==> src/rtl/rf_pkg.sv <==
`timescale 1ns/1ps
// ---------------------------------------------------------------------------
// rf_pkg
// Shared sizing and types for the register file slice.
//   DATA_W      : register, bus and extended-immediate width
//   ADDR_W      : register-index width
//   IMM_W       : raw immediate field width
//   NUM_REGS    : number of architectural registers (2**ADDR_W)
//   reg_array_t : the register storage array at default sizing
//   comp_src_e  : comparator B-operand selection
// ---------------------------------------------------------------------------
package rf_pkg;

  localparam int DATA_W   = 16;
  localparam int ADDR_W   = 3;
  localparam int IMM_W    = 6;
  localparam int NUM_REGS = 2 ** ADDR_W;

  typedef logic [DATA_W-1:0] reg_array_t [NUM_REGS];

  // Encoding matches the CompSrc pin: 0 compares against Bus1, 1 against zero.
  typedef enum logic {
    CMP_BUS1 = 1'b0,
    CMP_ZERO = 1'b1
  } comp_src_e;

endpackage : rf_pkg

==> src/rtl/register_file_if.sv <==
`timescale 1ns/1ps
// ---------------------------------------------------------------------------
// register_file_if
// Bundles the register-file read/write, extender and comparator signals.
//   Rs1, Rs2  : read-port register indices
//   Rd        : write-destination index
//   RegWr     : write enable
//   WBbus     : write data
//   Bus1/Bus2 : read-port data
//   imm_in    : raw immediate, ExtOp selects sign (1) or zero (0) extension
//   imm_out   : extended immediate
//   CompSrc   : comparator B operand, 0 = Bus1, 1 = zero
//   comp_res  : Bus2 == selected operand
// Modports: master drives the requests, slave is the register file.
// ---------------------------------------------------------------------------
interface register_file_if #(
  parameter int DATA_W = rf_pkg::DATA_W,
  parameter int ADDR_W = rf_pkg::ADDR_W,
  parameter int IMM_W  = rf_pkg::IMM_W
);

  logic [ADDR_W-1:0] Rs1;
  logic [ADDR_W-1:0] Rs2;
  logic [ADDR_W-1:0] Rd;
  logic              RegWr;
  logic [DATA_W-1:0] WBbus;
  logic [DATA_W-1:0] Bus1;
  logic [DATA_W-1:0] Bus2;
  logic [IMM_W-1:0]  imm_in;
  logic              ExtOp;
  logic [DATA_W-1:0] imm_out;
  logic              CompSrc;
  logic              comp_res;

  modport master (
    output Rs1, Rs2, Rd, RegWr, WBbus, imm_in, ExtOp, CompSrc,
    input  Bus1, Bus2, imm_out, comp_res
  );

  modport slave (
    input  Rs1, Rs2, Rd, RegWr, WBbus, imm_in, ExtOp, CompSrc,
    output Bus1, Bus2, imm_out, comp_res
  );

endinterface : register_file_if

==> src/rtl/extender.sv <==
`timescale 1ns/1ps
// ---------------------------------------------------------------------------
// extender
// Widens an IMM_W-bit immediate to DATA_W bits. Purely combinational.
//   imm_in  : raw immediate field
//   ext_op  : 1 = sign-extend, 0 = zero-extend
//   imm_out : extended immediate
// ---------------------------------------------------------------------------
module extender #(
  parameter int IMM_W  = rf_pkg::IMM_W,
  parameter int DATA_W = rf_pkg::DATA_W
) (
  input  logic [IMM_W-1:0]  imm_in,
  input  logic              ext_op,
  output logic [DATA_W-1:0] imm_out
);

  localparam int PAD_W = DATA_W - IMM_W;

  // Fill bit is the immediate MSB only when sign extension is requested.
  logic fill;
  assign fill = ext_op & imm_in[IMM_W-1];

  assign imm_out = {{PAD_W{fill}}, imm_in};

endmodule : extender

==> src/rtl/register_file.sv <==
`timescale 1ns/1ps
// ---------------------------------------------------------------------------
// register_file
// 2**ADDR_W x DATA_W register file with two combinational read ports, one
// synchronous write port, a hardwired-zero register 0, an immediate
// extender and an equality comparator on the read data.
//   clk : rising-edge clock
//   rst : asynchronous active-high reset, clears every register
//   bus : register_file_if.slave (reads, write, extender, comparator)
// Build option:
//   RF_BYPASS_EN : when defined, a read of the register being written this
//                  cycle returns WBbus immediately (and the comparator sees
//                  the bypassed value); otherwise the old contents are read.
// ---------------------------------------------------------------------------
module register_file #(
  parameter int DATA_W = rf_pkg::DATA_W,
  parameter int ADDR_W = rf_pkg::ADDR_W,
  parameter int IMM_W  = rf_pkg::IMM_W
) (
  input  logic            clk,
  input  logic            rst,
  register_file_if.slave  bus
);

  localparam int NUM_REGS = 2 ** ADDR_W;

  logic [DATA_W-1:0] regs [NUM_REGS];
  logic              wr_en;
  logic [DATA_W-1:0] rd1;
  logic [DATA_W-1:0] rd2;
  logic [DATA_W-1:0] cmp_b;

  // Register 0 is never a legal destination, so it is excluded here once
  // and both the storage and the bypass path share the same qualifier.
  assign wr_en = bus.RegWr && (bus.Rd != '0);

  // ---------------------------------------------------------------------
  // Storage
  // ---------------------------------------------------------------------
  // NOTE: the array is cleared by the asynchronous reset on purpose: reads
  // must go to zero the instant rst rises, which rules out a RAM macro and
  // makes this a flop array. Sequential state uses <= so every register
  // samples the pre-edge values of Rd/WBbus.
  always_ff @(posedge clk or posedge rst) begin
    if (rst) begin
      for (int i = 0; i < NUM_REGS; i++) begin
        regs[i] <= '0;
      end
    end else if (wr_en) begin
      regs[bus.Rd] <= bus.WBbus;
    end
  end

  // ---------------------------------------------------------------------
  // Read ports
  // ---------------------------------------------------------------------
  // NOTE: each output gets its default value on the first line so every
  // path through the block assigns it and no latch is inferred; combinational
  // logic uses blocking = so the later bypass override wins.
  always_comb begin
    rd1 = (bus.Rs1 == '0) ? '0 : regs[bus.Rs1];
    rd2 = (bus.Rs2 == '0) ? '0 : regs[bus.Rs2];
`ifdef RF_BYPASS_EN
    // Reset blocks the write, so it must also block the forward path or the
    // read ports would show data that never lands in the array.
    if (wr_en && !rst && (bus.Rs1 == bus.Rd)) begin
      rd1 = bus.WBbus;
    end
    if (wr_en && !rst && (bus.Rs2 == bus.Rd)) begin
      rd2 = bus.WBbus;
    end
`endif
  end

  assign bus.Bus1 = rd1;
  assign bus.Bus2 = rd2;

  // ---------------------------------------------------------------------
  // Comparator: Bus2 against Bus1 or zero, full-width equality
  // ---------------------------------------------------------------------
  assign cmp_b = (rf_pkg::comp_src_e'(bus.CompSrc) == rf_pkg::CMP_ZERO) ? '0 : rd1;
  assign bus.comp_res = (rd2 == cmp_b);

  // ---------------------------------------------------------------------
  // Immediate extender
  // ---------------------------------------------------------------------
  extender #(
    .IMM_W  (IMM_W),
    .DATA_W (DATA_W)
  ) u_extender (
    .imm_in  (bus.imm_in),
    .ext_op  (bus.ExtOp),
    .imm_out (bus.imm_out)
  );

endmodule : register_file

==> src/flat_wrapper.sv <==
// flat-port wrapper written by rule: the top's interface ports become plain ports
module register_file_flat 
#(
  parameter int DATA_W = rf_pkg::DATA_W,
  parameter int ADDR_W = rf_pkg::ADDR_W,
  parameter int IMM_W  = rf_pkg::IMM_W
)
  (clk, rst, bus_Rs1, bus_Rs2, bus_Rd, bus_RegWr, bus_WBbus, bus_imm_in, bus_ExtOp, bus_CompSrc, bus_Bus1, bus_Bus2, bus_imm_out, bus_comp_res);
  register_file_if #(.DATA_W(DATA_W), .ADDR_W(ADDR_W), .IMM_W(IMM_W)) bus_i ();
  input  logic clk;
  input  logic rst;
  input wire logic [$bits(bus_i.Rs1)-1:0] bus_Rs1;
  input wire logic [$bits(bus_i.Rs2)-1:0] bus_Rs2;
  input wire logic [$bits(bus_i.Rd)-1:0] bus_Rd;
  input wire logic [$bits(bus_i.RegWr)-1:0] bus_RegWr;
  input wire logic [$bits(bus_i.WBbus)-1:0] bus_WBbus;
  input wire logic [$bits(bus_i.imm_in)-1:0] bus_imm_in;
  input wire logic [$bits(bus_i.ExtOp)-1:0] bus_ExtOp;
  input wire logic [$bits(bus_i.CompSrc)-1:0] bus_CompSrc;
  output wire logic [$bits(bus_i.Bus1)-1:0] bus_Bus1;
  output wire logic [$bits(bus_i.Bus2)-1:0] bus_Bus2;
  output wire logic [$bits(bus_i.imm_out)-1:0] bus_imm_out;
  output wire logic [$bits(bus_i.comp_res)-1:0] bus_comp_res;
  assign bus_i.Rs1 = bus_Rs1;
  assign bus_i.Rs2 = bus_Rs2;
  assign bus_i.Rd = bus_Rd;
  assign bus_i.RegWr = bus_RegWr;
  assign bus_i.WBbus = bus_WBbus;
  assign bus_i.imm_in = bus_imm_in;
  assign bus_i.ExtOp = bus_ExtOp;
  assign bus_i.CompSrc = bus_CompSrc;
  assign bus_Bus1 = bus_i.Bus1;
  assign bus_Bus2 = bus_i.Bus2;
  assign bus_imm_out = bus_i.imm_out;
  assign bus_comp_res = bus_i.comp_res;
  register_file #(.DATA_W(DATA_W), .ADDR_W(ADDR_W), .IMM_W(IMM_W)) u_core (.clk(clk), .rst(rst), .bus(bus_i));
endmodule
==> config.mk <==
export PLATFORM = sky130hd
export DESIGN_NAME = register_file_flat
export DESIGN_NICKNAME = d
export VERILOG_FILES = /design/src/rtl/rf_pkg.sv /design/src/rtl/register_file_if.sv /design/src/rtl/extender.sv /design/src/rtl/register_file.sv /design/src/flat_wrapper.sv
export SDC_FILE = /design/constraint.sdc
export NUM_CORES = 1
export LEC_CHECK = 0
export ABC_AREA = 1
export BUFFER_PORTS_ARGS = -buffer_cell sky130_fd_sc_hd__buf_2
export CORE_MARGIN = 2
export CORE_UTILIZATION = 40
export CTS_CLUSTER_SIZE = 40
export DETAILED_ROUTE_END_ITERATION = 12
export SLEW_MARGIN = 20
export SYNTH_ARGS = -nofsm -noshare
export SYNTH_HDL_FRONTEND = slang
export SYNTH_HIERARCHICAL = 1
export SYNTH_SLANG_ARGS = --single-unit
==> constraint.sdc <==
create_clock -name clk -period 5.2 [get_ports clk]
set_input_delay 1.04 -clock clk [delete_from_list [all_inputs] [get_ports clk]]
set_output_delay 1.04 -clock clk [all_outputs]
set_load 0.005 [all_outputs]
; ---- After elaboration in Yosys (flattened, before gate mapping)
; Index checks and enable logic that the tools add are counted.
[totals]
reg_bits = 128
input_bits = 36
out_inout_bits = 49
word_cells = 34
[op_classes]
order_cmp = 4
eq_ne = 1
mux = 12
n_bitwise = 4
n_reduce_logical = 5
[ops]
columns = operator, count
row1 = $bwmux W128, 1
row2 = $mux W16, 8
row3 = $bmux W16 S3, 2
row4 = $demux W16 S3, 1
row5 = $eq A16 B16 Y1, 1
row6 = $ge A4 B4 Y1 const B, 3
row7 = $not A3 Y4, 3
row8 = $logic_not A3 Y1, 2
row9 = $lt A4 B1 Y1 const B, 1
row10 = $reduce_bool A3 Y1, 1
row11 = $logic_and A1 B1 Y1, 2
row12 = $and A1 B1 Y1, 1

; ---- Depth between registers and ports, before layout
[depth]
depth_word = 7
ltp_mapped = 16
ltp_nobuf = 14

; ---- Modules after synthesis
; The synthesis kept the hierarchy.
[modules_own_cells]
columns = module, instances, cells_per_inst, area_per_inst_um2, seq_area_each_um2
row1 = register_file, 1, 1217, 7835.0, 3203.1
row2 = extender, 1, 18, 127.6, 0.0

; ---- Worst setup path before layout
; Ideal clock, no wire load.
[synth_path]
kind = input-to-output
from = input bus_Rs1[1]
to = output bus_comp_res
arrival_time_ns = 2.223
required_time_ns = 4.160
path_slack_ns = 1.937
stages = 14
path_buffers = 2
path_cell_list = buf_2 -> inv_2 -> a21oi_2 -> buf_4 -> nand2_1 -> nand2_1 -> nand2_1 -> inv_1 -> nand2_1 -> nand2_1 -> nand2_1 -> nor2_1 -> nand2_1 -> nor2_1
[synth_between]
elab_chain_cells = 7
elab_cells_between_ends = 8
classes_between = 1 x eq/ne / 5 x mux / 1 x bitwise / 1 x reduce/logical
[synth_rtl]
columns = element, line_no
row1 = start: declaration, flat_wrapper.sv:12  ; input wire logic [$bits(bus_i.Rs1)-1:0] bus_Rs1;
row2 = $not A3 Y4 (not written as such), register_file.sv:61  ; rd1 = (bus.Rs1 == '0) ? '0 : regs[bus.Rs1];
row3 = $bmux W16 S3, register_file.sv:61
row4 = $mux W16 (not written as such) (2 in a row), register_file.sv:61
row5 = $mux W16 *, register_file.sv:61
row6 = via bus_Bus1[4], flat_wrapper.sv:20  ; output wire logic [$bits(bus_i.Bus1)-1:0] bus_Bus1;
row7 = $mux W16 *, register_file.sv:81  ; assign cmp_b = (rf_pkg::comp_src_e'(bus.CompSrc) == rf_pkg::CMP_ZERO) ? '0 : rd1;
row8 = $eq A16 B16 Y1 *, register_file.sv:82  ; assign bus.comp_res = (rd2 == cmp_b);
row9 = end: declaration, flat_wrapper.sv:23  ; output wire logic [$bits(bus_i.comp_res)-1:0] bus_comp_res;
; The timed path passes the listed nets; every way through them passes the cells marked *. The select of a mux whose other input is x is not followed.

; ---- Final worst setup path
[layout_path]
from = input bus_Rs2[0]
to = output bus_comp_res
[layout_between]
elab_chain_cells = 6
elab_cells_between_ends = 7
classes_between = 1 x eq/ne / 4 x mux / 1 x bitwise / 1 x reduce/logical
[layout_rtl]
columns = element, line_no
row1 = start: declaration, flat_wrapper.sv:13  ; input wire logic [$bits(bus_i.Rs2)-1:0] bus_Rs2;
row2 = $not A3 Y4 (not written as such), register_file.sv:62  ; rd2 = (bus.Rs2 == '0) ? '0 : regs[bus.Rs2];
row3 = $bmux W16 S3, register_file.sv:62
row4 = $mux W16 (not written as such) (2 in a row), register_file.sv:62
row5 = $mux W16 *, register_file.sv:62
row6 = $eq A16 B16 Y1 *, register_file.sv:82
; Every way passes the cells marked *; elsewhere a longest branch is shown, timed or not. The select of a mux whose other input is x is not followed.

==> out/results.txt <==
hold_buf cts - 0
DP Wirelength - 15470 um
first-pass GRT wire length - 38020 um
RSZ-0062 raised after global routing - no
Port Buf Inserts - 74
wirelength, routed - 23830 um
power consumption - 0.003229 W
Static Leakage - 4.944 nW
Core ar. - 19530 sq um
setup violators final - 0
vias in the first global route - 6901
CTS sink cnt - 128
gp weighted congestion - 0.8775
Die X-Extent - 145.1 um
hold_sp - u_core/regs[117]$_DFFE_PP0P_
biggest regs - u_core/regs x128
Synth area leaders - dfrtp_1, nand2_1, nand3_1
Tmin final - 4314 ps
total CTS buffers - 17
largest net degree at the start of global routing - 76
Initial Util - 40.78%
root buffer cell - clkbuf_16
reg2reg setup slack - 4480 ps
row count - 51
final worst-path setup slack - 886.4 ps
crit path capture type - primary output
Post-Syn Instances - 1235
Slew @ Worst Pin - 834.0 ps
Top reg by flops - u_core/regs
most common cell in the netlist - nand2_1
Final Hold Fails - 0
Residual DRC - 0
share of the synthesized area in the top cell type - 40.23%
hold crit path type - register to register
CTS tree - built
GRT Util Overall - 22.74%
Max Slew Vio Count - 0
synthesis-stage register bit count - 128
Max Root-Sink Buffers - 2
Synth area leader - dfrtp_1
syn avg cell area - 6.447 sq um
Worst setup SP type - input port
Worst-path clk slew - 60 ps
Async S/R FF share, synth - 100.0%
initial drt markers - 736
drt first pass iters - 6
R2R depth - 2
Top Ports - 85
main flop type after synthesis - dfrtp_1
cell area power density - 362.6 nW/um^2
total congestion overflow - 0
fraction of layout cells with a size suffix above 1 - 10.81%
status - finished clean
slew margin rel. - 44.34%
Resized Gates After CTS - 0
crit path kind - input port to primary output
CP required - 4160 ps
via count - 7583
Max Cap Viol - 0
fin crit share - 82.95%
Synth Warn # - 6
most frequent cells after synthesis - nand2_1, inv_1, nand3_1
critical path launch point - bus_Rs2[0]
antenna violations before repair - 0
f_max - 0.2318 GHz
skew final - 0 ps
post-synthesis net count - 1271
max FFs per register - 128
Peak VDD IR - 220.4 uV
Post-synth EDFFs - 0
Die ar. - 21050 sq um
post-detailed-route count of antenna-violating nets - 0
WP data arrival - 3270 ps
Via density - 4.979
Final nets - 1281
Netlist cell types - 19
setup TNS - 0 ps
r2r startpoint - u_core/regs[15]$_DFFE_PP0P_
postcts setup bufs - 0
Hold Path Depth - 0
worst-skew pair later-pin latency - 420 ps
worst-path fanout max - 28
Synth Cell Area - 7963 sq um
pre-CTS setup slack - 946.7 ps
hold-critical path endpoint - u_core/regs[117]$_DFFE_PP0P_
area grow syn2layout - 11.85%
Seq/Total Area, Yosys - 40.23%
H-tree depth - 4
diodes inserted - 0
Die Y - 145.1 um
FF-to-FF End - u_core/regs[15]$_DFFE_PP0P_
routed length per placed instance - 15.64 um
[cell families (layout without fill, tap and decap cells)]
logic type / Yosys count / count (layout) / share of synthesized area, %
AOI/OAI and AO/OA: 173 / 173 / 11.55
DFF: 128 / 128 / 40.23
buffers and inverters: 275 / 298 / 14.86
and+or+nand+nor: 659 / 659 / 33.36
[layout by cell type (no fill, tap or decap), drive strengths merged]
cell type	instances
buf	94
inv	175
clkinv	2
clkbuf	17
nor3	1
o21ai	134
dfrtp	128
nand2	467
nand3	135
clkinvlp	7
a21oi	19
o211ai	20
nor2	53
nand4	3
bufinv	3
[through the flow]
step	instance area, sq um	hold WS, ps	utilization [%]	instances
2_1_floorplan	7963	429.0	-	1235
3_3_place_gp	8294	364.6	42.48	1491
3_5_place_dp	8294	365.6	42.48	1491
4_1_cts	8906	378.5	45.61	1523
5_1_grt	8906	394.2	45.61	1523
6_report	8906	378.9	45.61	1523
[worst max-delay path, cell delays in order]
cell and delay (ps):
buf_2 160, inv_2 410, nand3_2 570, nand3_1 300, inv_1 70, nand2_1 60
nand2_1 80, inv_1 60, nand2_1 40, nor2_1 90, nand2_1 60, nor2_1 160
buf_2 150
[report_power, final]
part / total, W / internal [W] / switching, W
Clock: 0.00125 / 0.000758 / 0.000487
Combinational: 0.000731 / 0.000249 / 0.000481
Sequential: 0.00125 / 0.00116 / 0.0000916
Total: 0.00323 / 0.00217 / 0.00106
[per-layer routing]
metal  up-vias  part of all wire, %  GRT usage, %  routed length (um)
met5         -                    0             0                   0
met4         0                  1.3         5.784                 312
met3        28                  5.1         4.025                1207
met2       250                   45         35.83               10710
met1      3485                   49         32.47               11590
li1       3820                    -             -                   -
[cell type report]
cell class | count | area [sq um]
Clock inverter | 15 | 186.4
Clock buffer | 17 | 425.4
Fill cell | 2079 | 10620
Multi-Input combinational cell | 832 | 3591
Tap cell | 265 | 331.6
Timing Repair Buffer | 94 | 520.5
Inverter | 172 | 648.1
Sequential cell | 128 | 3203
[worst max-delay path by stage]
stage                                 end  slack (ps)  depth (start not counted)
2_1_floorplan  u_core/regs[0]$_DFFE_PP0P_         750                          1
4_1_cts                      bus_comp_res         950                         12
3_3_place_gp                 bus_comp_res         940                         12
6_report                     bus_comp_res         890                         13
5_1_grt                      bus_comp_res         690                         13
3_5_place_dp                 bus_comp_res         950                         12
Note: power is estimated with default switching activity, not from simulation.
